`config.mk`:
```
export PLATFORM = sky130hd
export DESIGN_NAME = hazard_sequencer_flat
export DESIGN_NICKNAME = d
export VERILOG_FILES = /design/src/rtl/core_pkg.sv /design/src/rtl/hazard_sequencer_if.sv /design/src/rtl/hazard_sequencer_forward_sel.sv /design/src/rtl/hazard_sequencer.sv /design/src/flat_wrapper.sv
export SDC_FILE = /design/constraint.sdc
export NUM_CORES = 1
export LEC_CHECK = 0
export CORE_MARGIN = 8
export CORE_UTILIZATION = 35
export CTS_CLUSTER_DIAMETER = 30
export DETAILED_ROUTE_END_ITERATION = 12
export DONT_BUFFER_PORTS = 1
export SLEW_MARGIN = 10
export SYNTH_ARGS = -nofsm -noshare
export SYNTH_HDL_FRONTEND = slang
export SYNTH_SLANG_ARGS = --single-unit
```
`constraint.sdc`:
```
create_clock -name clk -period 3.5 [get_ports clk]
set_clock_uncertainty 0.1 [all_clocks]
set_input_delay 0.525 -clock clk [delete_from_list [all_inputs] [get_ports clk]]
set_output_delay 0.525 -clock clk [all_outputs]
set_load 0.01 [all_outputs]
```
`src/rtl/core_pkg.sv`:
```
// Shared definitions for the RV32I pipeline control: opcodes, forward selects,
// sequencer FSM states and the shadow-register records kept per stage.
package core_pkg;

    localparam logic [6:0] OPC_LOAD   = 7'b0000011;
    localparam logic [6:0] OPC_STORE  = 7'b0100011;
    localparam logic [6:0] OPC_OP     = 7'b0110011;
    localparam logic [6:0] OPC_OP_IMM = 7'b0010011;
    localparam logic [6:0] OPC_BRANCH = 7'b1100011;

    localparam logic [1:0] FWD_RF = 2'b00;
    localparam logic [1:0] FWD_W  = 2'b01;
    localparam logic [1:0] FWD_M  = 2'b10;

    typedef enum logic [1:0] {
        ST_RUN,
        ST_WAIT,
        ST_FAULT
    } seq_state_t;

    typedef struct packed {
        logic [4:0] rs1;
        logic [4:0] rs2;
        logic [4:0] rd;
        logic       reg_write;
        logic       load;
        logic       mem_acc;
    } shadow_e_t;

    typedef struct packed {
        logic [4:0] rd;
        logic       reg_write;
        logic       mem_acc;
    } shadow_m_t;

    typedef struct packed {
        logic [4:0] rd;
        logic       reg_write;
    } shadow_w_t;

endpackage

```
`src/rtl/hazard_sequencer_if.sv`:
```
// Control bundle between the datapath/decoder and the hazard sequencer.
// master = datapath side, slave = sequencer side.
interface hazard_sequencer_if;
    logic [4:0] Rs1D;
    logic [4:0] Rs2D;
    logic [4:0] RdD;
    logic       RegWriteD;
    logic       ResultSrcD;
    logic       MemWriteD;
    logic       PCSrcE;
    logic       MemReadyM;
    logic       StallF;
    logic       StallD;
    logic       StallE;
    logic       StallM;
    logic       FlushD;
    logic       FlushE;
    logic [1:0] ForwardAE;
    logic [1:0] ForwardBE;
    logic       MemErr;

    modport master (
        output Rs1D, Rs2D, RdD, RegWriteD, ResultSrcD, MemWriteD, PCSrcE, MemReadyM,
        input  StallF, StallD, StallE, StallM, FlushD, FlushE, ForwardAE, ForwardBE, MemErr
    );

    modport slave (
        input  Rs1D, Rs2D, RdD, RegWriteD, ResultSrcD, MemWriteD, PCSrcE, MemReadyM,
        output StallF, StallD, StallE, StallM, FlushD, FlushE, ForwardAE, ForwardBE, MemErr
    );
endinterface

```
`src/rtl/hazard_sequencer_forward_sel.sv`:
```
// Operand bypass select for one E-stage source register; purely combinational.
// M beats W, and x0 is never forwarded.
module forward_sel
    import core_pkg::*;
(
    input  logic [4:0] rs,
    input  logic [4:0] rd_m,
    input  logic       reg_write_m,
    input  logic [4:0] rd_w,
    input  logic       reg_write_w,
    output logic [1:0] sel
);
    always_comb begin
        sel = FWD_RF;
        if (reg_write_m && (rd_m != 5'd0) && (rd_m == rs)) begin
            sel = FWD_M;
        end else if (reg_write_w && (rd_w != 5'd0) && (rd_w == rs)) begin
            sel = FWD_W;
        end
    end
endmodule

```
`src/rtl/hazard_sequencer.sv`:
```
// Stall/flush/forward control for the 5-stage core, with E/M/W shadow copies of the
// decode fields. Freezes everything while the M-stage memory access is not ready.
module hazard_sequencer
    import core_pkg::*;
#(
    parameter int WAIT_MAX = 16,
    parameter int CNT_W    = 5
) (
    input  logic                clk,
    input  logic                rst,
    hazard_sequencer_if.slave   bus
);
    shadow_e_t        sh_e;
    shadow_m_t        sh_m;
    shadow_w_t        sh_w;
    seq_state_t       state;
    logic [CNT_W-1:0] wait_cnt;
    logic             mem_err;

    logic       frozen;
    logic       load_use;
    logic       stall_fd;
    logic       stall_em;
    logic       flush_d;
    logic       flush_e;
    logic [1:0] fwd_a;
    logic [1:0] fwd_b;

    // Combinational so the very first not-ready cycle already holds every stage.
    assign frozen   = (sh_m.mem_acc && !bus.MemReadyM) || (state == ST_FAULT);
    assign load_use = sh_e.load && (sh_e.rd != 5'd0) &&
                      ((sh_e.rd == bus.Rs1D) || (sh_e.rd == bus.Rs2D));

    always_comb begin
        stall_fd = 1'b0;
        stall_em = 1'b0;
        flush_d  = 1'b0;
        flush_e  = 1'b0;
        if (rst) begin
            flush_d = 1'b1;
            flush_e = 1'b1;
        end else if (frozen) begin
            stall_fd = 1'b1;
            stall_em = 1'b1;
        end else if (bus.PCSrcE) begin
            flush_d = 1'b1;
            flush_e = 1'b1;
        end else if (load_use) begin
            stall_fd = 1'b1;
            flush_e  = 1'b1;
        end
    end

    forward_sel u_fwd_a (
        .rs          (sh_e.rs1),
        .rd_m        (sh_m.rd),
        .reg_write_m (sh_m.reg_write),
        .rd_w        (sh_w.rd),
        .reg_write_w (sh_w.reg_write),
        .sel         (fwd_a)
    );

    forward_sel u_fwd_b (
        .rs          (sh_e.rs2),
        .rd_m        (sh_m.rd),
        .reg_write_m (sh_m.reg_write),
        .rd_w        (sh_w.rd),
        .reg_write_w (sh_w.reg_write),
        .sel         (fwd_b)
    );

    assign bus.StallF    = stall_fd;
    assign bus.StallD    = stall_fd;
    assign bus.StallE    = stall_em;
    assign bus.StallM    = stall_em;
    assign bus.FlushD    = flush_d;
    assign bus.FlushE    = flush_e;
    assign bus.ForwardAE = rst ? FWD_RF : fwd_a;
    assign bus.ForwardBE = rst ? FWD_RF : fwd_b;
    assign bus.MemErr    = mem_err;

    always_ff @(posedge clk) begin
        if (rst) begin
            sh_e     <= '0;
            sh_m     <= '0;
            sh_w     <= '0;
            state    <= ST_RUN;
            wait_cnt <= '0;
            mem_err  <= 1'b0;
        end else begin
            if (!frozen) begin
                sh_w <= '{rd: sh_m.rd, reg_write: sh_m.reg_write};
                sh_m <= '{rd: sh_e.rd, reg_write: sh_e.reg_write, mem_acc: sh_e.mem_acc};
                if (flush_e) begin
                    sh_e <= '0;
                end else begin
                    sh_e <= '{rs1:       bus.Rs1D,
                              rs2:       bus.Rs2D,
                              rd:        bus.RdD,
                              reg_write: bus.RegWriteD,
                              load:      bus.ResultSrcD,
                              mem_acc:   bus.ResultSrcD | bus.MemWriteD};
                end
            end

            case (state)
                ST_RUN: begin
                    wait_cnt <= '0;
                    if (sh_m.mem_acc && !bus.MemReadyM) begin
                        state <= ST_WAIT;
                    end
                end
                ST_WAIT: begin
                    if (bus.MemReadyM) begin
                        state    <= ST_RUN;
                        wait_cnt <= '0;
                    end else if (wait_cnt == CNT_W'(WAIT_MAX - 1)) begin
                        state   <= ST_FAULT;
                        mem_err <= 1'b1;
                    end else begin
                        wait_cnt <= wait_cnt + 1'b1;
                    end
                end
                ST_FAULT: begin
                    state <= ST_FAULT;
                end
                default: begin
                    state <= ST_RUN;
                end
            endcase
        end
    end
endmodule

```
`src/flat_wrapper.sv`:
```
// flat-port wrapper written by rule: the top's interface ports become plain ports
module hazard_sequencer_flat import core_pkg::*;
#(
    parameter int WAIT_MAX = 16,
    parameter int CNT_W    = 5
)
  (clk, rst, bus_Rs1D, bus_Rs2D, bus_RdD, bus_RegWriteD, bus_ResultSrcD, bus_MemWriteD, bus_PCSrcE, bus_MemReadyM, bus_StallF, bus_StallD, bus_StallE, bus_StallM, bus_FlushD, bus_FlushE, bus_ForwardAE, bus_ForwardBE, bus_MemErr);
  hazard_sequencer_if bus_i ();
  input  logic clk;
  input  logic rst;
  input wire logic [$bits(bus_i.Rs1D)-1:0] bus_Rs1D;
  input wire logic [$bits(bus_i.Rs2D)-1:0] bus_Rs2D;
  input wire logic [$bits(bus_i.RdD)-1:0] bus_RdD;
  input wire logic [$bits(bus_i.RegWriteD)-1:0] bus_RegWriteD;
  input wire logic [$bits(bus_i.ResultSrcD)-1:0] bus_ResultSrcD;
  input wire logic [$bits(bus_i.MemWriteD)-1:0] bus_MemWriteD;
  input wire logic [$bits(bus_i.PCSrcE)-1:0] bus_PCSrcE;
  input wire logic [$bits(bus_i.MemReadyM)-1:0] bus_MemReadyM;
  output wire logic [$bits(bus_i.StallF)-1:0] bus_StallF;
  output wire logic [$bits(bus_i.StallD)-1:0] bus_StallD;
  output wire logic [$bits(bus_i.StallE)-1:0] bus_StallE;
  output wire logic [$bits(bus_i.StallM)-1:0] bus_StallM;
  output wire logic [$bits(bus_i.FlushD)-1:0] bus_FlushD;
  output wire logic [$bits(bus_i.FlushE)-1:0] bus_FlushE;
  output wire logic [$bits(bus_i.ForwardAE)-1:0] bus_ForwardAE;
  output wire logic [$bits(bus_i.ForwardBE)-1:0] bus_ForwardBE;
  output wire logic [$bits(bus_i.MemErr)-1:0] bus_MemErr;
  assign bus_i.Rs1D = bus_Rs1D;
  assign bus_i.Rs2D = bus_Rs2D;
  assign bus_i.RdD = bus_RdD;
  assign bus_i.RegWriteD = bus_RegWriteD;
  assign bus_i.ResultSrcD = bus_ResultSrcD;
  assign bus_i.MemWriteD = bus_MemWriteD;
  assign bus_i.PCSrcE = bus_PCSrcE;
  assign bus_i.MemReadyM = bus_MemReadyM;
  assign bus_StallF = bus_i.StallF;
  assign bus_StallD = bus_i.StallD;
  assign bus_StallE = bus_i.StallE;
  assign bus_StallM = bus_i.StallM;
  assign bus_FlushD = bus_i.FlushD;
  assign bus_FlushE = bus_i.FlushE;
  assign bus_ForwardAE = bus_i.ForwardAE;
  assign bus_ForwardBE = bus_i.ForwardBE;
  assign bus_MemErr = bus_i.MemErr;
  hazard_sequencer #(.WAIT_MAX(WAIT_MAX), .CNT_W(CNT_W)) u_core (.clk(clk), .rst(rst), .bus(bus_i));
endmodule
```
# ---- After elaboration in Yosys (flattened, before gate mapping)
# Cells that the tools add are included.
dict set report classes {
  n_addsub 1
  eq_ne 12
  mux 26
  n_bitwise 2
  n_reduce_logical 20
}
# op count
set op_table {}
lappend op_table {{== test 5 bit} 6}
lappend op_table {{2-to-1 mux 18 bit} 1}
lappend op_table {{nonzero test 5 bit} 3}
lappend op_table {{2-to-1 mux 1 bit} 14}
lappend op_table {{2-to-1 mux 2 bit} 7}
lappend op_table {{2-to-1 mux 5 bit} 2}
lappend op_table {{case mux 5 bit (2 select lines)} 1}
lappend op_table {{logical AND 1 bit} 9}
lappend op_table {{case mux 2 bit (3 select lines)} 1}
lappend op_table {{adder 5 x 1 -> 5 bit (second input constant)} 1}
lappend op_table {{== test 5 x 4 -> 1 bit (second input constant)} 1}
lappend op_table {{AND reduction 2 bit} 2}
lappend op_table {{!= test 3 x 2 -> 1 bit (second input constant)} 1}
lappend op_table {{!= test 3 bit (second input constant)} 1}
lappend op_table {{AND reduction 3 bit} 1}
lappend op_table {{== test 2 x 1 -> 1 bit (second input constant)} 1}
lappend op_table {{== test 2 bit (second input constant)} 1}
lappend op_table {{zero test 2 bit} 1}
lappend op_table {{logical OR 1 bit} 2}
lappend op_table {{!= test 2 x 1 -> 1 bit (second input constant)} 1}
lappend op_table {{nonzero test 2 bit} 1}
lappend op_table {{zero test 1 bit} 1}
lappend op_table {{inverter 1 bit} 1}
lappend op_table {{bitwise OR 1 bit} 1}
dict set report totals {
  reg_bits 39
  input_bits 22
  out_inout_bits 11
  elab_cells 75
}

# ---- Depth between registers and ports, before layout
# Gate-level depths: netlist of the first run.
dict set report depth {
  depth_word 8
  ltp_mapped 7
  ltp_nobuf 7
}

# ---- Cells and area by module
# A second synthesis of the first run with hierarchy kept.
dict set report hier_totals {
  cells_unflattened 250
  area_unflattened_um2 2073.2
}
# module instances cells_each area_each_um2 seq_area_each_um2
set modules_own_cells {}
lappend modules_own_cells {hazard_sequencer 1 210 1770.4 780.7}
lappend modules_own_cells {forward_sel 2 20 151.4 0.0}

# ---- Worst setup path before layout of the first run
# OpenSTA, ideal clock, no wires.
dict set report synth_path {
  path_kind {input to output}
  from {input port rst}
  to {output port bus_ForwardAE[0]}
  t_arrival_ns 1.734
  required_ns 2.875
  path_slack_ns 1.141
  stages 5
  path_buffers 1
  cell_sequence {clkbuf_1 -> nor2b_1 -> o21ai_0 -> or4_1 -> nor4_1}
}
dict set report synth_between {
  elab_chain_cells 1
}
# item line
set synth_rtl {}
lappend synth_rtl {{start, declared} flat_wrapper.sv:10} ;# input logic rst;
lappend synth_rtl {{2-to-1 mux 2 bit} hazard_sequencer.sv:78} ;# assign bus.ForwardAE = rst ? FWD_RF : fwd_a;
lappend synth_rtl {{end, declared} flat_wrapper.sv:25} ;# output wire logic [$bits(bus_i.ForwardAE)-1:0] bus_ForwardAE;
# Every way passes these cells.

# ---- Worst setup path after layout of the first run
dict set report layout_path {
  from {register u_core.sh_e[4] (netlist name)}
  to {output port bus_StallD}
}
dict set report layout_between {
  elab_chain_cells 7
  elab_cells_between_ends 10
  classes_between {eq/ne: 2; mux: 4; reduce/logical: 4}
}
# item line
set layout_rtl {}
lappend layout_rtl {{start, declared} hazard_sequencer.sv:13} ;# shadow_e_t sh_e;
lappend layout_rtl {{start signal, assigned} hazard_sequencer.sv:97} ;# sh_e <= '{rs1: bus.Rs1D,
lappend layout_rtl {{== test 5 bit / nonzero test 5 bit (equally long branches)} {hazard_sequencer.sv:32, hazard_sequencer.sv:31}}
lappend layout_rtl {{logical OR 1 bit / logical AND 1 bit (equally long branches)} {hazard_sequencer.sv:32, hazard_sequencer.sv:31}}
lappend layout_rtl {{logical AND 1 bit *} hazard_sequencer.sv:31} ;# assign load_use = sh_e.load && (sh_e.rd != 5'd0) &&
lappend layout_rtl {{2-to-1 mux 1 bit *} hazard_sequencer.sv:48} ;# end else if (load_use) begin
lappend layout_rtl {{2-to-1 mux 1 bit *} hazard_sequencer.sv:45} ;# end else if (bus.PCSrcE) begin
lappend layout_rtl {{2-to-1 mux 1 bit *} hazard_sequencer.sv:42} ;# end else if (frozen) begin
lappend layout_rtl {{2-to-1 mux 1 bit *} hazard_sequencer.sv:39} ;# if (rst) begin
lappend layout_rtl {{end, declared} flat_wrapper.sv:20} ;# output wire logic [$bits(bus_i.StallD)-1:0] bus_StallD;
# Every way passes the cells marked *; elsewhere a longest branch is shown, timed or not.

==> run metrics, run 1 <==
status completed; crit path time final 2.71 ns; Core Footprint just under 6000 µm²; Post-Syn Nets 259; GPL Wtd Cong ~0.82; area grow syn2layout 5.89%; Critical Path RT between 2 and 3 ns; routed vias/inst between 5 and 6; WL per Instance 15.9 µm; Final Non-Filler Cells 305; CTS sink cnt 39; hold_sp rst; num ports 33; post-CTS resize count 0; Layout Nets between 200 and 300; reg-to-reg slack, setup 1.49 ns; DRC Markers 0; CTS tree done; clock share of power around a third; WHS Path Cells 1; Worst-Margin Slew between 0.7 and 0.8 ns; port bufs 0; dpl hpwl 3460 µm; largest net degree at the start of global routing 37; DRT iter0 DRCs 147; share of cells above drive strength 1 9.57%; Switching Share 30.2%; post-route clock period utilization between 70% and 80%; Starting Density 35.4%; Comb power frac 15.3%; Int Pwr about 690 µW; GRT Residual Overflow 0; Synth top area share ~38%; fin. max-slew vios 0; Mapped Avg Cell Area 8.77 µm²; GRT Resource Usage Total between 10% and 20%; Area contributors post-synth dfxtp_1 38%, xnor2_1 10%, a32oi_1 7.7%, mux2i_1 6.3%, nand2_1 4.4%; Switch Pwr 299 µW; H-tree depth 2; CTS root buf clkbuf_8; register area share after synthesis 37.9%; worst r2r path cells 5; initial antenna violation count 0; Max-Cap Viols 0; critical path capture point type output port; # setup viols final 0; WHS around 0.19 ns; Post-CTS Setup Repair Bufs 0; CP startpoint kind register; Cell variety after synth 39; Clock Path Buffers 2; number of global-route vias before repair approximately 1,600; Clk pin slew, worst setup/hold paths approximately 0.09 ns; critical path class register to output port; YS warnings 0; first-pass GRT wire length between 8000 and 9000 µm; Seq pwr share 52.4%; #FFs+latches synth 39; hold crit path type input pin to register; worst rel slew slack 51.7%; crit path DAT 2.09 ns; # hold bufs at CTS 0; mapped cell area 2060 µm²; gate count of the mapped netlist 235; Post-Place Cells 297; Hold Path Sink u_core.wait_cnt[4]$_SDFFE_PP0P_; final WL 4860 µm; Num CTS Buffers 5; Cell Rows 28; Max FO, Critical Path 19; ant diodes 0; DR pass1 iterations 4; DIE WIDTH approximately 93 µm; Critical R2R Launch u_core.sh_e[3]$_SDFFE_PP0P_; endpoints failing hold 0; PD cells roughly 450 nW/µm²; clk_lat worst skew ~0.3 ns; total number of vias approximately 1,600; Routed Antenna Nets 0; VDD IR max 0.168 mV; unrepaired setup endpoints after global routing no; reg-to-reg critical path endpoint u_core.sh_e[11]$_SDFFE_PP0P_; Synth area leader dfxtp_1; f_max around 370 MHz; leakage power 0.833 nW; setup TNS 0 ns; die footprint roughly 8600 µm²; Die Y 92.7 µm
## worst max path at each step
stage	cells after the start	slack, ns	endpoint	start
5_1_grt	4	0.67	bus_StallD	u_core.sh_e[4]$_SDFFE_PP0P_
2_1_floorplan	5	1.14	bus_ForwardAE[0]	rst
6_report	4	0.79	bus_StallD	u_core.sh_e[4]$_SDFFE_PP0P_
3_5_place_dp	4	1.12	bus_StallD	u_core.sh_e[4]$_SDFFE_PP0P_
4_1_cts	4	0.77	bus_StallD	u_core.sh_e[4]$_SDFFE_PP0P_
3_3_place_gp	4	1.12	bus_ForwardAE[0]	rst
## cell families (layout without fill, tap and decap cells)
| family | Yosys count | in the layout | share of synthesized area, % |
|---|---|---|---|
| xor gates and xnor gates | 32 | 32 | 13.6 |
| buffers and inverters | 21 | 16 | 5.52 |
| DFF | 39 | 39 | 37.9 |
| muxes | 13 | 13 | 6.31 |
| and+or+nand+nor | 75 | 75 | 17.7 |
| adders and majority gates | 2 | 2 | 1.21 |
| AOI/OAI and AO/OA | 53 | 53 | 17.7 |
## placed cells by master (no fill, tap or decap), types with 2 or more instances in the layout
master	n
a21oi_1	5
clkinvlp_4	2
nor3_1	5
inv_1	3
o21ai_1	10
xor2_1	8
dfxtp_1	39
nand2b_1	2
and3_1	2
a21oi_2	2
or4_1	3
nor4_1	4
xnor2_1	24
o21ai_0	11
nor2b_1	3
buf_4	4
a32oi_1	18
clkbuf_8	5
ha_1	2
mux2i_1	13
nand3_1	6
nand2_1	24
or2_2	3
nor2_1	18
## registers in the layout, indices dropped and copies added (netlist names)
signal,flops
u_core.sh_e,18
u_core.bus.MemErr,1
u_core.sh_w,6
u_core.sh_m,7
u_core.state,2
u_core.wait_cnt,5
## cells in the mapped netlist
library cell and instances:
dfxtp_1 39, nand2_1 24, xnor2_1 24, a32oi_1 18, nor2_1 18, mux2i_1 13
o21ai_0 11, o21ai_1 10, xor2_1 8, clkbuf_1 7, a21oi_1 6, nand3_1 6
buf_2 5, nor3_1 5, nor4_1 4, buf_4 3, inv_1 3, nor2b_1 3
or2_2 3, or4_1 3, and3_1 2, ha_1 2, nand2b_1 2, a21o_1 1
a21oi_2 1, a22oi_1 1, a31o_1 1, a31o_2 1, and3b_1 1, buf_8 1
clkdlybuf4s18_2 1, inv_2 1, nor3b_1 1, nor4b_1 1, o21ai_2 1, o21ai_4 1
o22ai_1 1, or3_1 1, or4_4 1
## metrics by stage
step / cell area (µm²) / setup slack [ns] / power, mW / utilization [%]
3_3_place_gp: 2090 / 1.12 / 0.679 / 35.9
6_report: 2180 / 0.787 / 0.991 / 37.5
4_1_cts: 2180 / 0.769 / 1.00 / 37.5
3_5_place_dp: 2090 / 1.12 / 0.681 / 35.9
5_1_grt: 2180 / 0.674 / 1.04 / 37.5
2_1_floorplan: 2060 / 1.14 / 0.655 / -
## power groups by stage
stage / combinational [mW] / clock (mW) / sequential [mW]
floorplan: 0.141 / 0 / 0.513
global placement: 0.150 / 0 / 0.529
detailed placement: 0.152 / 0 / 0.529
CTS: 0.152 / 0.331 / 0.519
global route: 0.170 / 0.348 / 0.524
finish: 0.151 / 0.320 / 0.519
## final cells by class
type | instances | area (µm²)
flip-flops and latches | 39 | 781
well taps | 75 | 93.8
clock buffers | 5 | 68.8
inverters | 4 | 15.0
repair buffers | 4 | 30.0
multi-input cells | 175 | 1170
clock inverters | 3 | 23.8
fillers | 629 | 3630
## critical path, stage by stage, from the launching register on
cell and delay (ns):
dfxtp_1 0.38, or4_4 0.57, o21ai_4 0.47, inv_2 0.07, a31o_2 0.30
## per-layer routing
layer	GRT usage (%)	wire, µm
met2	17.2	2050
met5	0	0
met4	5.23	82
met1	15.0	2340
met3	5.18	385
Power figures use the tool's default switching activity.
==> inputs of run 2 (changes only) <==
ABC_AREA = 1   (was default)
clock period = 2.4 ns   (was 3.5 ns; I/O delays follow)
==> run metrics, run 2 <==
worst r2r path cells 10 (was 5); crit path DAT 1.67 ns (was 2.09 ns); most common cell in the netlist nand2_1 (was dfxtp_1); leakage power 0.998 nW (was 0.833 nW); commonest cells after routing, fill and taps aside 85 x nand2_1, 39 x dfxtp_1, 35 x inv_1 (was 39 x dfxtp_1, 24 x xnor2_1, 24 x nand2_1); Placement Setup Slack 0.607 ns (was 1.12 ns); fin util 37.6% (was 37.5%); area grow syn2layout 4.90% (was 5.89%); fin. max-slew vios 0 (unchanged); GRT Residual Overflow 0 (unchanged); f_max 469 MHz; Post-DP Area 2120 µm² (was 2090 µm²); layout filler cell count 615 (was 629); die footprint 8720 µm² (was 8600 µm²); PD cells 578 nW/µm² (was 454 nW/µm²); CTS root buf clkbuf_8 (unchanged); Clock Path Buffers 2 (unchanged); cell area after layout 2200 µm² (was 2180 µm²); DRC Markers 0 (unchanged); Layout Nets 330 (was 253); DR pass1 iterations 4 (unchanged); Cell Rows 28 (unchanged); Synth area leader dfxtp_1 (unchanged); Synth top area share 37.3% (was 37.9%); Max FO, Critical Path 6 (was 19); DRT iter0 DRCs 105 (was 147); max FFs per register 18 (unchanged); crit path time final 2.13 ns; initial antenna violation count 0 (unchanged); YS warnings 0 (unchanged); Max-Cap Viols 0 (unchanged); setup TNS 0 ns (unchanged); synth cell count leaders 85 x nand2_1, 39 x dfxtp_1, 35 x inv_1 (was 39 x dfxtp_1, 24 x nand2_1, 24 x xnor2_1); Final WS setup 0.267 ns (was 0.787 ns); Post-Syn Nets 331 (was 259); critical path class register to output port (unchanged); Routed Antenna Nets 0 (unchanged); gate count of the mapped netlist 307 (was 235); Area contributors post-synth dfxtp_1 37%, nand2_1 15%, inv_1 6.3%, nand4_1 6.3%, nor2_1 5.6% (was dfxtp_1 38%, xnor2_1 10%, a32oi_1 7.7%, mux2i_1 6.3%, nand2_1 4.4%); WL per Instance 13.4 µm (was 15.9 µm); Clk pin slew, worst setup/hold paths 0.07 ns (was 0.09 ns); Critical Path RT 1.94 ns (was 2.87 ns); ant diodes 0 (unchanged); register with the most flip-flops u_core.sh_e (unchanged); critical path capture point type output port (unchanged); Starting Density 35.8% (was 35.4%); Top Registers u_core.sh_e x18, u_core.sh_m x7, u_core.sh_w x6 (unchanged); CTS tree done (unchanged); worst rel slew slack 72.7% (was 51.7%); Worst-Margin Slew 0.406 ns (was 0.725 ns); # hold bufs at CTS 0 (unchanged); status completed (unchanged); FFs w/ async S/R, synth 0% (unchanged); WHS Path Cells 1 (unchanged); VDD IR max 0.254 mV (was 0.168 mV); mapped cell area 2090 µm² (was 2060 µm²); commonest non-fill, non-tap cell in the layout nand2_1 (was dfxtp_1); Mapped Avg Cell Area 6.82 µm² (was 8.77 µm²); Cell variety after synth 30 (was 39); GRT Resource Usage Total 12.1% (was 11.9%); first-pass GRT wire length 8490 µm (was 8200 µm); CP startpoint kind register (unchanged); routed vias/inst 4.93 (was 5.30); # setup viols final 0 (unchanged); Post-CTS Setup Repair Bufs 0 (unchanged); Post-synth EDFFs 0 (unchanged); share of cells above drive strength 1 7.54% (was 9.57%); commonest register cell after synthesis dfxtp_1 (unchanged); endpoints failing hold 0 (unchanged); number of global-route vias before repair 1,832 (was 1,573); port bufs 0 (unchanged); register area share after synthesis 37.3% (was 37.9%); DIE WIDTH 93.4 µm (was 92.7 µm); largest net degree at the start of global routing 29 (was 37); total number of vias 1,874 (was 1,616); Die Y 93.4 µm (was 92.7 µm); CTS sink cnt 39 (unchanged); #FFs+latches synth 39 (unchanged); unrepaired setup endpoints after global routing no (unchanged); Num CTS Buffers 5 (unchanged); Core Footprint 5850 µm² (was 5820 µm²); post-CTS resize count 0 (unchanged); dpl hpwl 3760 µm (was 3460 µm); post-route clock period utilization between 80% and 90%; H-tree depth 2 (unchanged); num ports 33 (unchanged); final WL 5090 µm (was 4860 µm); clk_lat worst skew 0.28 ns (was 0.30 ns); hold crit path type input pin to register (unchanged); GPL Wtd Cong 0.789 (was 0.821)
## run 2: logic make-up (layout without fill, tap and decap cells)
| family | count (synthesis) | in the layout | share of synthesized area (%) |
|---|---|---|---|
| buffers and inverters | 51 | 49 | 11.6 |
| DFF | 39 | 39 | 37.3 |
| and+or+nand+nor | 165 | 165 | 35.1 |
| AOI/OAI and AO/OA | 38 | 38 | 9.86 |
| xor gates and xnor gates | 12 | 12 | 5.02 |
| adders and majority gates | 2 | 2 | 1.19 |
## run 2: cell type report
cell class | count | area [µm²] | area share, %
multi-input cells | 217 | 1070 | 48.7
flip-flops and latches | 39 | 781 | 35.5
inverters | 39 | 149 | 6.78
well taps | 75 | 93.8 | 4.27
clock buffers | 6 | 72.6 | 3.30
repair buffers | 4 | 30.0 | 1.37
## run 2: final timing paths
path / startpoint / end / slack (ns)
setup reg to reg: u_core.sh_e[6]$_SDFFE_PP0P_ / u_core.sh_e[12]$_SDFFE_PP0P_ / 0.69
hold reg to reg: u_core.sh_e[1]$_SDFFE_PP0P_ / u_core.sh_e[1]$_SDFFE_PP0P_ / 0.35
hold / removal: rst / u_core.wait_cnt[4]$_SDFFE_PP0P_ / 0.04
setup / recovery: u_core.sh_e[6]$_SDFFE_PP0P_ / bus_StallF / 0.27
## run 2: power breakdown
group | leakage (nW) | internal (mW) | switching, mW
combinational | 0.642 | 0.0633 | 0.0978
clock | 0.0371 | 0.194 | 0.208
sequential | 0.318 | 0.677 | 0.0305
total | 0.998 | 0.934 | 0.336
## run 2: critical path: stages (launching register included)
cell     delay [ns]
dfxtp_1        0.38
inv_1          0.13
nand2_1        0.08
nand2_1        0.05
nor2_1         0.18
nand3_1        0.10
nand2_1        0.06
nand2_1        0.14
o21ai_2        0.28
## run 2: through the flow
stage               hold slack, ns  power (mW)  std cells
floorplan                    0.320       0.851        307
global placement             0.332       0.881        374
detailed placement           0.333       0.883        374
CTS                         0.0295        1.29        380
global route                0.0231        1.34        380
finish                      0.0401        1.27        380
## run 2: metal layers
metal  GRT usage (%)  wire (µm)
met3            4.25        326
met5               0          0
met4            4.30         72
met1            15.0       2560
met2            18.8       2130
==> inputs of run 3 (changes only) <==
CORE_UTILIZATION = 49   (was 35)
PLACE_DENSITY = 0.66   (was default)
==> run metrics, run 3 (synthesis results as in run 2) <==
status completed (unchanged); dpl hpwl 3520 µm (was 3760 µm); hold_sp rst (unchanged); final WL 4700 µm (was 5090 µm); crit path from u_core.state[0]$_SDFFE_PP0P_ (was u_core.sh_e[6]$_SDFFE_PP0P_); crit path DAT 1.61 ns (was 1.67 ns); layout filler cell count 400 (was 615); WHS 0.0245 ns (was 0.0401 ns); CP startpoint kind register (unchanged); CTS root buf clkbuf_8 (unchanged); unrepaired setup endpoints after global routing no (unchanged); Clock Path Buffers 2 (unchanged); Critical R2R Launch u_core.wait_cnt[0]$_SDFFE_PP0P_ (was u_core.sh_e[6]$_SDFFE_PP0P_); routed vias/inst 5.20 (was 4.93); Routed Antenna Nets 0 (unchanged); DRC Markers 0 (unchanged); total number of vias 1,855 (was 1,874); first-pass GRT wire length 8060 µm (was 8490 µm); port bufs 0 (unchanged); Die Y 81.4 µm (was 93.4 µm); Post-Place Cells 349 (was 374); die footprint 6620 µm² (was 8720 µm²); Top Registers u_core.sh_e x18, u_core.sh_m x7, u_core.sh_w x6 (unchanged); Post-DP Area 2090 µm² (was 2120 µm²); clock share of power 39.4% (was 31.6%); Max FO, Critical Path 28 (was 6); routed wl met2 2010 µm (was 2130 µm); cell area after layout 2210 µm² (was 2200 µm²); # hold bufs at CTS 0 (unchanged); Slowest cell on crit path dfxtp_1 (unchanged); number of global-route vias before repair 1,726 (was 1,832); initial antenna violation count 0 (unchanged); Comb power frac 10.9% (was 12.7%); ant diodes 0 (unchanged); Max Used Layer met4 (unchanged); Post-CTS Setup Repair Bufs 0 (unchanged); hold crit path type input pin to register (unchanged); share of cells above drive strength 1 8.47% (was 7.54%); GRT Residual Overflow 0 (unchanged); area grow syn2layout 5.56% (was 4.90%); f_max 484 MHz (was 469 MHz); wl on met1 2270 µm (was 2560 µm); CP delay by family, top buffers and inverters (was simple AND/OR/NAND/NOR gates); commonest non-fill, non-tap cell in the layout nand2_1 (unchanged); # setup viols final 0 (unchanged); GPL Wtd Cong 0.835 (was 0.789); critical path class register to output port (unchanged); DIE WIDTH 81.4 µm (was 93.4 µm); Starting Density 51.6% (was 35.8%); Max-Cap Viols 0 (unchanged); Num CTS Buffers 5 (unchanged); critical path capture point type output port (unchanged); setup TNS 0 ns (unchanged); Seq pwr share 49.6% (was 55.7%); CTS sink cnt 39 (unchanged); fin util 54.5% (was 37.6%); DRT iter0 DRCs 119 (was 105); largest net degree at the start of global routing 29 (unchanged); Layout Nets 330 (unchanged); Pwr Total 1.43 mW (was 1.27 mW); Critical Path, Cell by Cell inv_1 > nand2_2 > nand2_4 > inv_4 > nor2_4 > inv_1 > nand2_2 > inv_1 (was inv_1 > nand2_1 > nand2_1 > nor2_1 > nand3_1 > nand2_1 > nand2_1 > o21ai_2); CTS tree done (unchanged); endpoints failing hold 0 (unchanged); PD cells 646 nW/µm² (was 578 nW/µm²); crit path time final 2.07 ns (was 2.13 ns); Core Footprint 4060 µm² (was 5850 µm²); post-CTS resize count 0 (unchanged); leakage power 1.02 nW (was 0.998 nW); Final WS setup 0.333 ns (was 0.267 ns); Clk pin slew, worst setup/hold paths 0.08 ns (was 0.07 ns); Critical Path RT 1.94 ns (about the same); Buffers & Inverters on Critical Path 4 (was 1); Cell Rows 23 (was 28); GRT Resource Usage Total 15.3% (was 12.1%); fin. max-slew vios 0 (unchanged); max incr delay on CP 0.37 ns (was 0.38 ns); max FFs per register 18 (unchanged); Int Pwr 1.08 mW (was 934 µW); commonest cells after routing, fill and taps aside 85 x nand2_1, 39 x dfxtp_1, 35 x inv_1 (unchanged); VDD IR max 0.361 mV (was 0.254 mV); Switch Pwr 351 µW (was 336 µW); num ports 33 (unchanged); WL per Instance 13.2 µm (was 13.4 µm); H-tree depth 2 (unchanged); register with the most flip-flops u_core.sh_e (unchanged); Worst-Margin Slew 0.366 ns (was 0.406 ns); Switching Share 24.6% (was 26.5%); clk_lat worst skew 0.29 ns (was 0.28 ns); routed wl met3 350 µm (was 326 µm); post-route clock period utilization 86.1% (was 88.9%); Final Non-Filler Cells 357 (was 380); Placement Setup Slack 0.639 ns (was 0.607 ns); DR pass1 iterations 4 (unchanged); worst rel slew slack 75.4% (was 72.7%); Most common cell on crit path inv_1 (was nand2_1)
run 3: layout make-up:
| type | count | area (µm²) | area share [%] |
|---|---|---|---|
| timing repair buffer | 4 | 30.0 | 1.36 |
| multi-input combinational | 217 | 1070 | 48.4 |
| inverter | 39 | 149 | 6.73 |
| tap | 50 | 62.6 | 2.83 |
| sequential | 39 | 781 | 35.3 |
| clock buffer | 6 | 82.6 | 3.74 |
| clock inverter | 2 | 35.0 | 1.58 |
run 3: worst register-to-register path, delay by kind of cell, from the launching register on:
kind | cells | cell delay [ns]
and+or+nand+nor | 6 | 0.59
DFF | 1 | 0.38
buffers and inverters | 3 | 0.21
adders and majority gates | 2 | 0.40
run 3: power by group through the flow:
stage               Clock, mW  Combinational (mW)  Sequential [mW]
CTS                     0.575               0.157            0.708
floorplan                   0               0.136            0.715
detailed placement          0               0.157            0.723
finish                  0.562               0.156            0.709
global placement            0               0.155            0.723
global route            0.596               0.180            0.713
run 3: worst paths after layout:
kind,depth (start not counted),slack (ns),end
max reg2reg,11,0.61,u_core.wait_cnt[3]$_SDFFE_PP0P_
min,1,0.02,u_core.wait_cnt[4]$_SDFFE_PP0P_
min reg2reg,2,0.36,u_core.sh_e[1]$_SDFFE_PP0P_
max,8,0.33,bus_FlushD
run 3: per-layer routing:
metal / track usage, % / vias to the layer above
met3: 5.63 / 8
met1: 19.9 / 822
met5: 0 / -
li1: - / 986
met4: 6.07 / 0
met2: 22.2 / 39
